`src/rtl/sdram_tg_pkg.sv`:
```
// Shared definitions for the SDRAM traffic generator / checker.
// Holds the control FSM state encoding, the pattern mode encodings,
// the LFSR feedback polynomial and the error-counter width.
package sdram_tg_pkg;

  typedef enum logic [2:0] {
    IDLE,
    WR_CMD,
    WR_DATA,
    RD_CMD,
    RD_DATA,
    FIN
  } state_e;

  localparam logic [31:0] LFSR_POLY = 32'h80200003;

  localparam logic MODE_ADDR = 1'b0;
  localparam logic MODE_LFSR = 1'b1;

  localparam int ERR_W = 16;

  // One step of the right-shifting Galois LFSR.
  function automatic logic [31:0] lfsr_next(input logic [31:0] s);
    return s[0] ? ((s >> 1) ^ LFSR_POLY) : (s >> 1);
  endfunction

endpackage

```
`src/rtl/sdram_tg_pattern.sv`:
```
// Deterministic data pattern source for the traffic checker.
// Ports:
//   clk   in  clock
//   mode  in  MODE_ADDR: data = addr ^ seed, MODE_LFSR: data = LFSR state
//   seed  in  pattern seed (a zero LFSR seed is replaced by 1)
//   load  in  reload the LFSR from seed
//   step  in  advance the LFSR by one beat
//   addr  in  word address of the beat the data output describes
//   data  out DW-bit pattern word
// The data output is look-ahead: it reflects the LFSR value after this
// cycle's load/step, so the caller can register it into its own output
// register on the same edge the beat is consumed.
module sdram_tg_pattern
  import sdram_tg_pkg::*;
#(
  parameter int DW = 16,
  parameter int AW = 22
) (
  input  logic          clk,
  input  logic          mode,
  input  logic [31:0]   seed,
  input  logic          load,
  input  logic          step,
  input  logic [AW-1:0] addr,
  output logic [DW-1:0] data
);

  logic [31:0] lfsr_q;
  logic [31:0] lfsr_d;
  logic [31:0] addr_ext;

  always_comb begin
    lfsr_d = lfsr_q;
    if (load) begin
      lfsr_d = (seed == 32'd0) ? 32'd1 : seed;
    end else if (step) begin
      lfsr_d = lfsr_next(lfsr_q);
    end
  end

  always_ff @(posedge clk) begin
    lfsr_q <= lfsr_d;
  end

  always_comb begin
    addr_ext = 32'(addr);
    if (mode == MODE_LFSR) begin
      data = DW'(lfsr_d);
    end else begin
      data = DW'(addr_ext ^ seed);
    end
  end

endmodule

```
`config.mk`:
```
export PLATFORM = sky130hd
export DESIGN_NAME = sdram_tg_pattern
export DESIGN_NICKNAME = d
export VERILOG_FILES = /design/src/rtl/sdram_tg_pkg.sv /design/src/rtl/sdram_tg_pattern.sv
export SDC_FILE = /design/constraint.sdc
export NUM_CORES = 1
export LEC_CHECK = 0
export CORE_ASPECT_RATIO = 0.6
export CORE_MARGIN = 4
export CORE_UTILIZATION = 46
export CTS_CLUSTER_DIAMETER = 120
export DETAILED_ROUTE_END_ITERATION = 12
export GPL_TIMING_DRIVEN = 0
export HOLD_SLACK_MARGIN = 0.08
export PLACE_DENSITY = 0.85
export SLEW_MARGIN = 20
export SYNTH_ARGS = -nofsm -noshare
export SYNTH_HDL_FRONTEND = slang
export SYNTH_SLANG_ARGS = --single-unit
```
`constraint.sdc`:
```
create_clock -name clk -period 4.1 [get_ports clk]
set_input_delay 1.025 -clock clk [delete_from_list [all_inputs] [get_ports clk]]
set_output_delay 1.025 -clock clk [all_outputs]
set_load 0.02 [all_outputs]
```
==> results of run 1 <==
## metrics by stage
stage,cell area [um^2],hold slack [ps],power [mW],util (%),setup WS (ps)
after floorplan,1820,508,0.523,-,1280
after global placement,2540,513,0.637,67.7,91.8
after detailed placement,2540,520,0.642,67.7,27.5
after CTS,2620,533,0.867,69.9,44.7
after global routing,2640,549,0.907,70.6,8.33
final,2640,538,0.866,70.6,120
## final cells by class
| cell class | count | area, um^2 |
|---|---|---|
| Fill cell | 287 | 1100 |
| Multi-Input combinational cell | 129 | 927 |
| Sequential cell | 32 | 801 |
| Timing Repair Buffer | 66 | 661 |
| Buffer | 12 | 110 |
| Clock buffer | 7 | 76.3 |
| Tap cell | 47 | 58.8 |
| Clock inverter | 1 | 5.00 |
| Inverter | 1 | 3.75 |
## kinds of logic after synthesis
logic type                count (synthesis)  share of synthesized area (%)
xor gates and xnor gates                 18                           8.68
muxes                                    16                           8.88
DFF                                      32                           44.1
and+or+nand+nor                          45                           11.4
buffers and inverters                    13                           6.27
AOI/OAI and AO/OA                        50                           20.7
## critical path, delay by kind of cell
kind | cells | cell delay [ps]
AOI/OAI and AO/OA | 1 | 140
buffers and inverters | 2 | 1090
and+or+nand+nor | 3 | 700
## cell usage in the layout, fill, tap and decap left out
master / n
a21o_2: 1
a21oi_1: 1
a21oi_2: 1
a22o_1: 16
buf_12: 1
buf_2: 3
buf_4: 1
buf_6: 5
clkbuf_1: 3
clkbuf_4: 1
clkbuf_8: 5
clkdlybuf4s50_1: 66
clkinv_2: 1
dfxtp_1: 16
edfxtp_1: 16
inv_1: 1
mux2_2: 1
mux2i_1: 15
nand2_1: 29
nand2b_1: 1
nand3_2: 1
nand4_1: 2
nor2_1: 2
nor2b_1: 1
nor4_1: 4
nor4_2: 4
o21ai_1: 16
o21ai_2: 13
o21ba_1: 1
o31a_1: 1
or2_1: 1
xnor2_1: 14
xor2_1: 4
## layer usage
layer | up-vias | track usage, %
met5 | - | 0
met4 | 0 | 3.82
met3 | 6 | 5.72
met2 | 51 | 27.8
met1 | 751 | 29.8
li1 | 788 | -
## power breakdown
group          switching, mW  internal [mW]  leakage (nW)  total (mW)
sequential            0.0168          0.372         0.305       0.389
clock                  0.110          0.119        0.0422       0.228
combinational          0.114          0.135         0.667       0.249
## worst paths after layout
kind                            cells past startpoint          to       start
worst max-delay path                                6     data[0]     seed[4]
worst min-delay path                                1  lfsr_q[18]  lfsr_q[19]
worst min register to register                      1  lfsr_q[18]  lfsr_q[19]
worst max register to register                      2  lfsr_q[21]   lfsr_q[0]
## timing repair
action | in CTS | in global routing
resized for setup | 0 | 4
setup endpoints to repair | 0 | 1
hold endpoints to repair | 0 | 0
hold buffers | 0 | 0
==> results.json, run 1 <==
{
  "status": "finished clean",
  "yosys_warnings": 0,
  "nets": 305,
  "highest_layer": "met4",
  "grt_pass1_wl_mm": 7.61,
  "synthCells": 174,
  "synth.largest_area_cell": "edfxtp_1",
  "fin_worst_skew_ps": 10.5,
  "worst_setup_path_end_kind": "output pin",
  "grt_util_all_layers_pct": 19.8,
  "die_h_um": 56.7,
  "hold_viol": 0,
  "coreArea_um2": 3740,
  "wl_mm": 4.71,
  "reg_top3": "lfsr_q x32",
  "dp_cells": 287,
  "stdcell_count": 295,
  "ys_top_cells_by_count": "nand2_1 (29), a22o_1 (16), dfxtp_1 (16), edfxtp_1 (16), o21ai_1 (16)",
  "finalCritPeriodShare_pct": 97.1,
  "cts_root_buf": "clkbuf_8",
  "postRouteAntennaNets": 0,
  "dieArea_um2": 5050,
  "wl_per_cell_um": 16.0,
  "drt-met1-wl_mm": 2.32,
  "crit_type": "in -> out",
  "power_density_nw_per_um2": 328,
  "rsz0062_at_grt": "no",
  "slowest_delay_ps": 610,
  "cts_max_level": 2,
  "crit_arrival_ps": 2950,
  "met3WireLength_um": 372,
  "cts.path.max_buffers": 2,
  "portBuffers": 66,
  "irDropWorstVdd_uv": 249,
  "drc": 0,
  "rrSetupSlack_ps": 3080,
  "finalSetupViolCount": 0,
  "max-slew-margin-rel_pct": 52.0,
  "ys_seq_elements": 32,
  "largest_register": "lfsr_q",
  "diodes": 0,
  "largest_reg_flops": 32,
  "rows": 17,
  "post_cts_buffers": 0,
  "crit_chain": "clkdlybuf4s50_1, nor4_2, nand4_1, nor2_1, o31a_1, clkdlybuf4s50_1",
  "maxCapViolCount": 0,
  "yosysSeqAreaShare_pct": 44.1,
  "area_growth_pct": 45.5,
  "synth_area_per_cell_um2": 10.4,
  "drt_iter0_markers": 68,
  "clock_sinks": 32,
  "gp_congestion": 0.770,
  "async_reset_ff_share_pct": 0,
  "fmax_mhz": 251,
  "grt_antenna_before_repair": 0,
  "numCtsBuffers": 5,
  "tritoncts": "done",
  "cp_common_cell": "clkdlybuf4s50_1",
  "die-width_um": 89.1,
  "startpoint_type": "input port",
  "min_path_type": "reg -> reg",
  "synth_top_cells_by_area": "edfxtp_1 (26%), dfxtp_1 (18%), mux2i_1 (8.3%)",
  "finalMaxSlewViolations": 0,
  "wl_met2_mm": 1.98,
  "cp_slowest_cell": "clkdlybuf4s50_1",
  "synth-edff-count": 16,
  "path_clk_slew_ps": 60,
  "worstMarginPinSlew_ps": 720,
  "grt_max_degree": 17,
  "start_util_pct": 48.5,
  "overflow": 0,
  "clock_latency_ps": 280,
  "pin_count": 74,
  "via_per_inst": 5.41,
  "syn_nets": 232,
  "syn_area_um2": 1820,
  "dr_total_vias": 1596,
  "synth_top_area_share_pct": 26.4,
  "p_leak_nw": 1.01,
  "cp_max_fo": 3,
  "crit_required_ps": 3070,
  "yosysMostFrequentCell": "nand2_1",
  "fin_tns_setup_ps": 0,
  "drive_above_1_share_pct": 15.3,
  "hpwl_mm": 3.64,
  "dr.pass1.iters": 4,
  "synth_cell_type_count": 29,
  "min_period_ps": 3980,
  "ys.flop_type": "edfxtp_1",
  "grt_pass1_vias": 1551
}
No activity file was read; power rests on OpenSTA's default activity.
==> run 2, diff against run 1 <==
Settings changed: MAX_ROUTING_LAYER set to met4.
==> run 2 against run 1 <==
  * Utilization unchanged
  * Clock power is essentially flat
  * Die area is the same
  * Global-route usage grew 0.48 points
  * Largest cell class unchanged
==> results.json, run 2 (synthesis gave the netlist of run 1 again) <==
{
  "status": "finished clean",
  "pin_count": 74,
  "crit_required_ps": 3070,
  "hpwl_mm": 3.64,
  "cp_max_fo": 3,
  "max-slew-margin-rel_pct": 52.7,
  "clock_latency_ps": 280,
  "hold_path_depth": 1,
  "wl_mm": 4.74,
  "dp_slack_ps": 27.5,
  "gp_congestion": 0.780,
  "portBuffers": 66,
  "min_period_ps": 3990,
  "path_clk_slew_ps": 60,
  "clock_sinks": 32,
  "largest_reg_flops": 32,
  "fin_tns_setup_ps": 0,
  "dr.pass1.iters": 4,
  "crit_chain": "clkdlybuf4s50_1, nor4_2, nand4_1, nor2_1, o31a_1, clkdlybuf4s50_1",
  "grt_antenna_before_repair": 0,
  "cts.path.max_buffers": 2,
  "crit_start": "seed[4]",
  "stdcell_count": 295,
  "drive_above_1_share_pct": 15.3,
  "drc": 0,
  "drt_iter0_markers": 85,
  "largest_register": "lfsr_q",
  "rows": 17,
  "cp_common_cell": "clkdlybuf4s50_1",
  "final_common_cell": "clkdlybuf4s50_1",
  "finalMaxSlewViolations": 0,
  "startpoint_type": "input port",
  "tritoncts": "done",
  "maxCapViolCount": 0,
  "crit_arrival_ps": 2970,
  "hp-start": "lfsr_q[19]",
  "numCtsBuffers": 5,
  "dieArea_um2": 5050,
  "grt_pass1_wl_mm": 7.58,
  "crit_type": "in -> out",
  "finalCritPeriodShare_pct": 97.4,
  "wl_per_cell_um": 16.1,
  "slowest_delay_ps": 610,
  "die_h_um": 56.7,
  "overflow": 0,
  "postRouteAntennaNets": 0,
  "coreArea_um2": 3740,
  "dr_total_vias": 1604,
  "worst-r2r-cell-count": 2,
  "p_leak_nw": 1.01,
  "power_density_nw_per_um2": 328,
  "via_per_inst": 5.44,
  "grt_max_degree": 17,
  "cts_max_level": 2,
  "diodes": 0,
  "grt_util_all_layers_pct": 20.2,
  "start_util_pct": 48.5,
  "finalSetupViolCount": 0,
  "worstMarginPinSlew_ps": 709,
  "post_cts_buffers": 0,
  "min_path_type": "reg -> reg",
  "dp_cells": 287,
  "fin_worst_skew_ps": 10.3,
  "most-common-layout-cells": "clkdlybuf4s50_1 (66), nand2_1 (29)",
  "reg_top3": "lfsr_q x32",
  "r2r-start": "lfsr_q[0]",
  "rsz0062_at_grt": "no",
  "fmax_mhz": 250,
  "die-width_um": 89.1,
  "setup_ws_ps": 107,
  "area_growth_pct": 45.5,
  "hold_viol": 0,
  "cp_slowest_cell": "clkdlybuf4s50_1",
  "nets": 305,
  "grt_pass1_vias": 1554,
  "irDropWorstVdd_uv": 249,
  "worst_setup_path_end_kind": "output pin",
  "cts_root_buf": "clkbuf_8"
}
-- run 2: cell counts in the layout (fill, tap and decap cells not counted) --
Identical to the previous run, type by type.
-- run 2: final timing paths --
kind / to / slack (ps)
min: lfsr_q[18] / 540
max reg2reg: lfsr_q[21] / 3070
min reg2reg: lfsr_q[18] / 540
max: data[0] / 110
-- run 2: through the flow --
step / area, um^2 / power (mW) / hold slack (ps) / util, %
2_1_floorplan: 1820 / 0.523 / 508 / -
3_3_place_gp: 2540 / 0.637 / 513 / 67.7
3_5_place_dp: 2540 / 0.642 / 520 / 67.7
4_1_cts: 2620 / 0.867 / 533 / 69.9
5_1_grt: 2640 / 0.907 / 549 / 70.6
6_report: 2640 / 0.866 / 538 / 70.6
-- run 2: timing repair --
action | in CTS | in global routing
hold buffers | 0 | 0
setup endpoints to repair | 0 | 1
gates resized for setup | 0 | 4
-- run 2: per-layer routing --
metal | GRT usage, % | share of wire, % | vias to the layer above
li1 | - | - | 786
met2 | 28.0 | 42 | 58
met3 | 5.28 | 7.5 | 6
met5 | - | 0 | -
met1 | 29.7 | 49 | 754
met4 | 3.82 | 0.74 | 0
-- run 2: layout make-up --
type,count,area [um^2]
fillers,287,1100
well taps,47,58.8
clock inverters,1,5.00
repair buffers,66,661
clock buffers,7,76.3
inverters,1,3.75
multi-input cells,129,927
flip-flops and latches,32,801
plain buffers,12,110
-- run 2: power breakdown --
part           internal [mW]  switching [mW]
combinational          0.135           0.115
clock                  0.119           0.108
sequential             0.372          0.0169
total                  0.626           0.240
-- run 2: worst max-delay path: cells and delay by family --
| family | cells | cell delay, ps |
|---|---|---|
| AO/OA/AOI/OAI | 1 | 140 |
| AND/OR/NAND/NOR | 3 | 710 |
| buffers and inverters | 2 | 1090 |
==> run 3, diff against run 2 <==
Settings changed: CAP_MARGIN set to 0, CORE_UTILIZATION 46 to 39, PLACE_DENSITY 0.85 to 0.77.
Clock period 4.1 ns to 3.3 ns, I/O delays scaled along.
==> run 3 against run 2 <==
  * Global-route usage is 1.6 points lower
  * Non-clock buffer count unchanged
  * Sequential power grew 24%
  * Sequential cell count unchanged
  * Critical endpoint is now data[13]
  * Largest cell class unchanged
  * Largest power group unchanged
  * Highest routed layer unchanged
==> results.json, run 3 (synthesis gave the netlist of run 1 again) <==
{
  "irDropWorstVdd_uv": 331,
  "hold_buffers": 0,
  "pin_count": 74,
  "area_growth_pct": 48.7,
  "clock_latency_ps": 290,
  "grt_use_met1_pct": 26.2,
  "rows": 18,
  "post_cts_buffers": 0,
  "cts_max_level": 2,
  "via_per_inst": 5.09,
  "power_density_nw_per_um2": 438,
  "top_usage_layer": "met1",
  "fill_cells": 367,
  "power_mw": 1.18,
  "fin_util_pct": 62.8,
  "largest_reg_flops": 32,
  "startpoint_type": "input port",
  "gr-usage-met3_pct": 6.07,
  "drc": 0,
  "use_met2_pct": 25.4,
  "grt_max_degree": 17,
  "crit_arrival_ps": 2400,
  "cts_root_buf": "clkbuf_8",
  "crit_required_ps": 2470,
  "max-slew-margin-rel_pct": 52.4,
  "cts.path.max_buffers": 2,
  "wl_per_cell_um": 16.5,
  "p_leak_nw": 1.07,
  "rsz0062_at_grt": "no",
  "status": "finished clean",
  "grt_pass1_vias": 1492,
  "path_clk_slew_ps": 60,
  "wl_mm": 5.08,
  "start_util_pct": 42.2,
  "min_period_ps": 3220,
  "crit_type": "in -> out",
  "dr.pass1.iters": 4,
  "dr_total_vias": 1567,
  "diodes": 0,
  "fmax_mhz": 310,
  "worstMarginPinSlew_ps": 714,
  "finalMaxSlewViolations": 0,
  "largest_register": "lfsr_q",
  "maxCapViolCount": 0,
  "nets": 305,
  "reg_top3": "lfsr_q x32",
  "grt_util_all_layers_pct": 18.6,
  "drt_iter0_markers": 70,
  "hold_viol": 0,
  "drive_above_1_share_pct": 16.5,
  "hold_path_depth": 1,
  "finalSetupViolCount": 0,
  "cp_max_fo": 10,
  "coreArea_um2": 4300,
  "most-common-layout-cells": "clkdlybuf4s50_1 (60), nand2_1 (29)",
  "dieArea_um2": 5850,
  "setup_ws_ps": 78.7,
  "tritoncts": "done",
  "numCtsBuffers": 5,
  "fin_tns_setup_ps": 0,
  "final_common_cell": "clkdlybuf4s50_1",
  "die-width_um": 96.1,
  "postRouteAntennaNets": 0,
  "overflow": 0,
  "dp_slack_ps": -381,
  "grt_antenna_before_repair": 0,
  "min_path_type": "reg -> reg",
  "gp_congestion": 0.807,
  "die_h_um": 60.9,
  "worst_setup_path_end_kind": "output pin",
  "fin_worst_skew_ps": 7.02,
  "hpwl_mm": 3.95,
  "portBuffers": 66,
  "worst-r2r-cell-count": 2,
  "grt_pass1_wl_mm": 7.67,
  "finalCritPeriodShare_pct": 97.6,
  "clock_sinks": 32
}
[run 3: cell count changes in the layout (fill, tap and decap cells not counted), moves of 2 or more]
cell / change
clkbuf_1: -3
clkbuf_2: +2
dlygate4sd2_1: +2
clkdlybuf4s50_1: -6
dlymetal6s2s_1: +3
[run 3: worst paths after layout]
check	to	startpoint	slack [ps]
setup / recovery	data[13]	mode	80
hold / removal	lfsr_q[25]	lfsr_q[26]	530
setup reg to reg	lfsr_q[21]	lfsr_q[0]	2270
hold reg to reg	lfsr_q[25]	lfsr_q[26]	530
[run 3: stage by stage]
| stage | instance area (um^2) | instances | hold slack, ps |
|---|---|---|---|
| final | 2700 | 308 | 534 |
| after global placement | 2550 | 300 | 517 |
| after detailed placement | 2550 | 300 | 518 |
| after global routing | 2700 | 308 | 550 |
| after CTS | 2690 | 308 | 534 |
| after floorplan | 1820 | 174 | 508 |
[run 3: power by group]
| part | internal, mW | switching [mW] |
|---|---|---|
| sequential | 0.462 | 0.0207 |
| combinational | 0.165 | 0.146 |
| clock | 0.243 | 0.146 |
| total | 0.870 | 0.313 |
[run 3: layout make-up]
type	instances	area [um^2]	share of cell area (%)
Timing Repair Buffer	66	661	24.5
Tap cell	60	75.1	2.78
Inverter	1	3.75	0.139
Sequential cell	32	801	29.6
Clock inverter	2	33.8	1.25
Multi-Input combinational cell	129	927	34.3
Buffer	12	118	4.35
Clock buffer	6	82.6	3.06
[run 3: critical path, stage by stage]
cell and delay [ps]:
clkdlybuf4s50_1 530, clkbuf_2 270, nand2_1 80, o21ai_1 80
clkdlybuf4s50_1 610
[run 3: what timing repair did]
action,4_1_cts,5_1_grt
gates resized for setup,8,7
pin swaps,1,0
endpoints found under the setup margin,16,9
[run 3: routing by layer]
layer | vias up | part of all wire [%]
li1 | 789 | -
met4 | 0 | 0.83
met5 | - | 0
met2 | 50 | 41
met3 | 6 | 7.0
met1 | 722 | 52
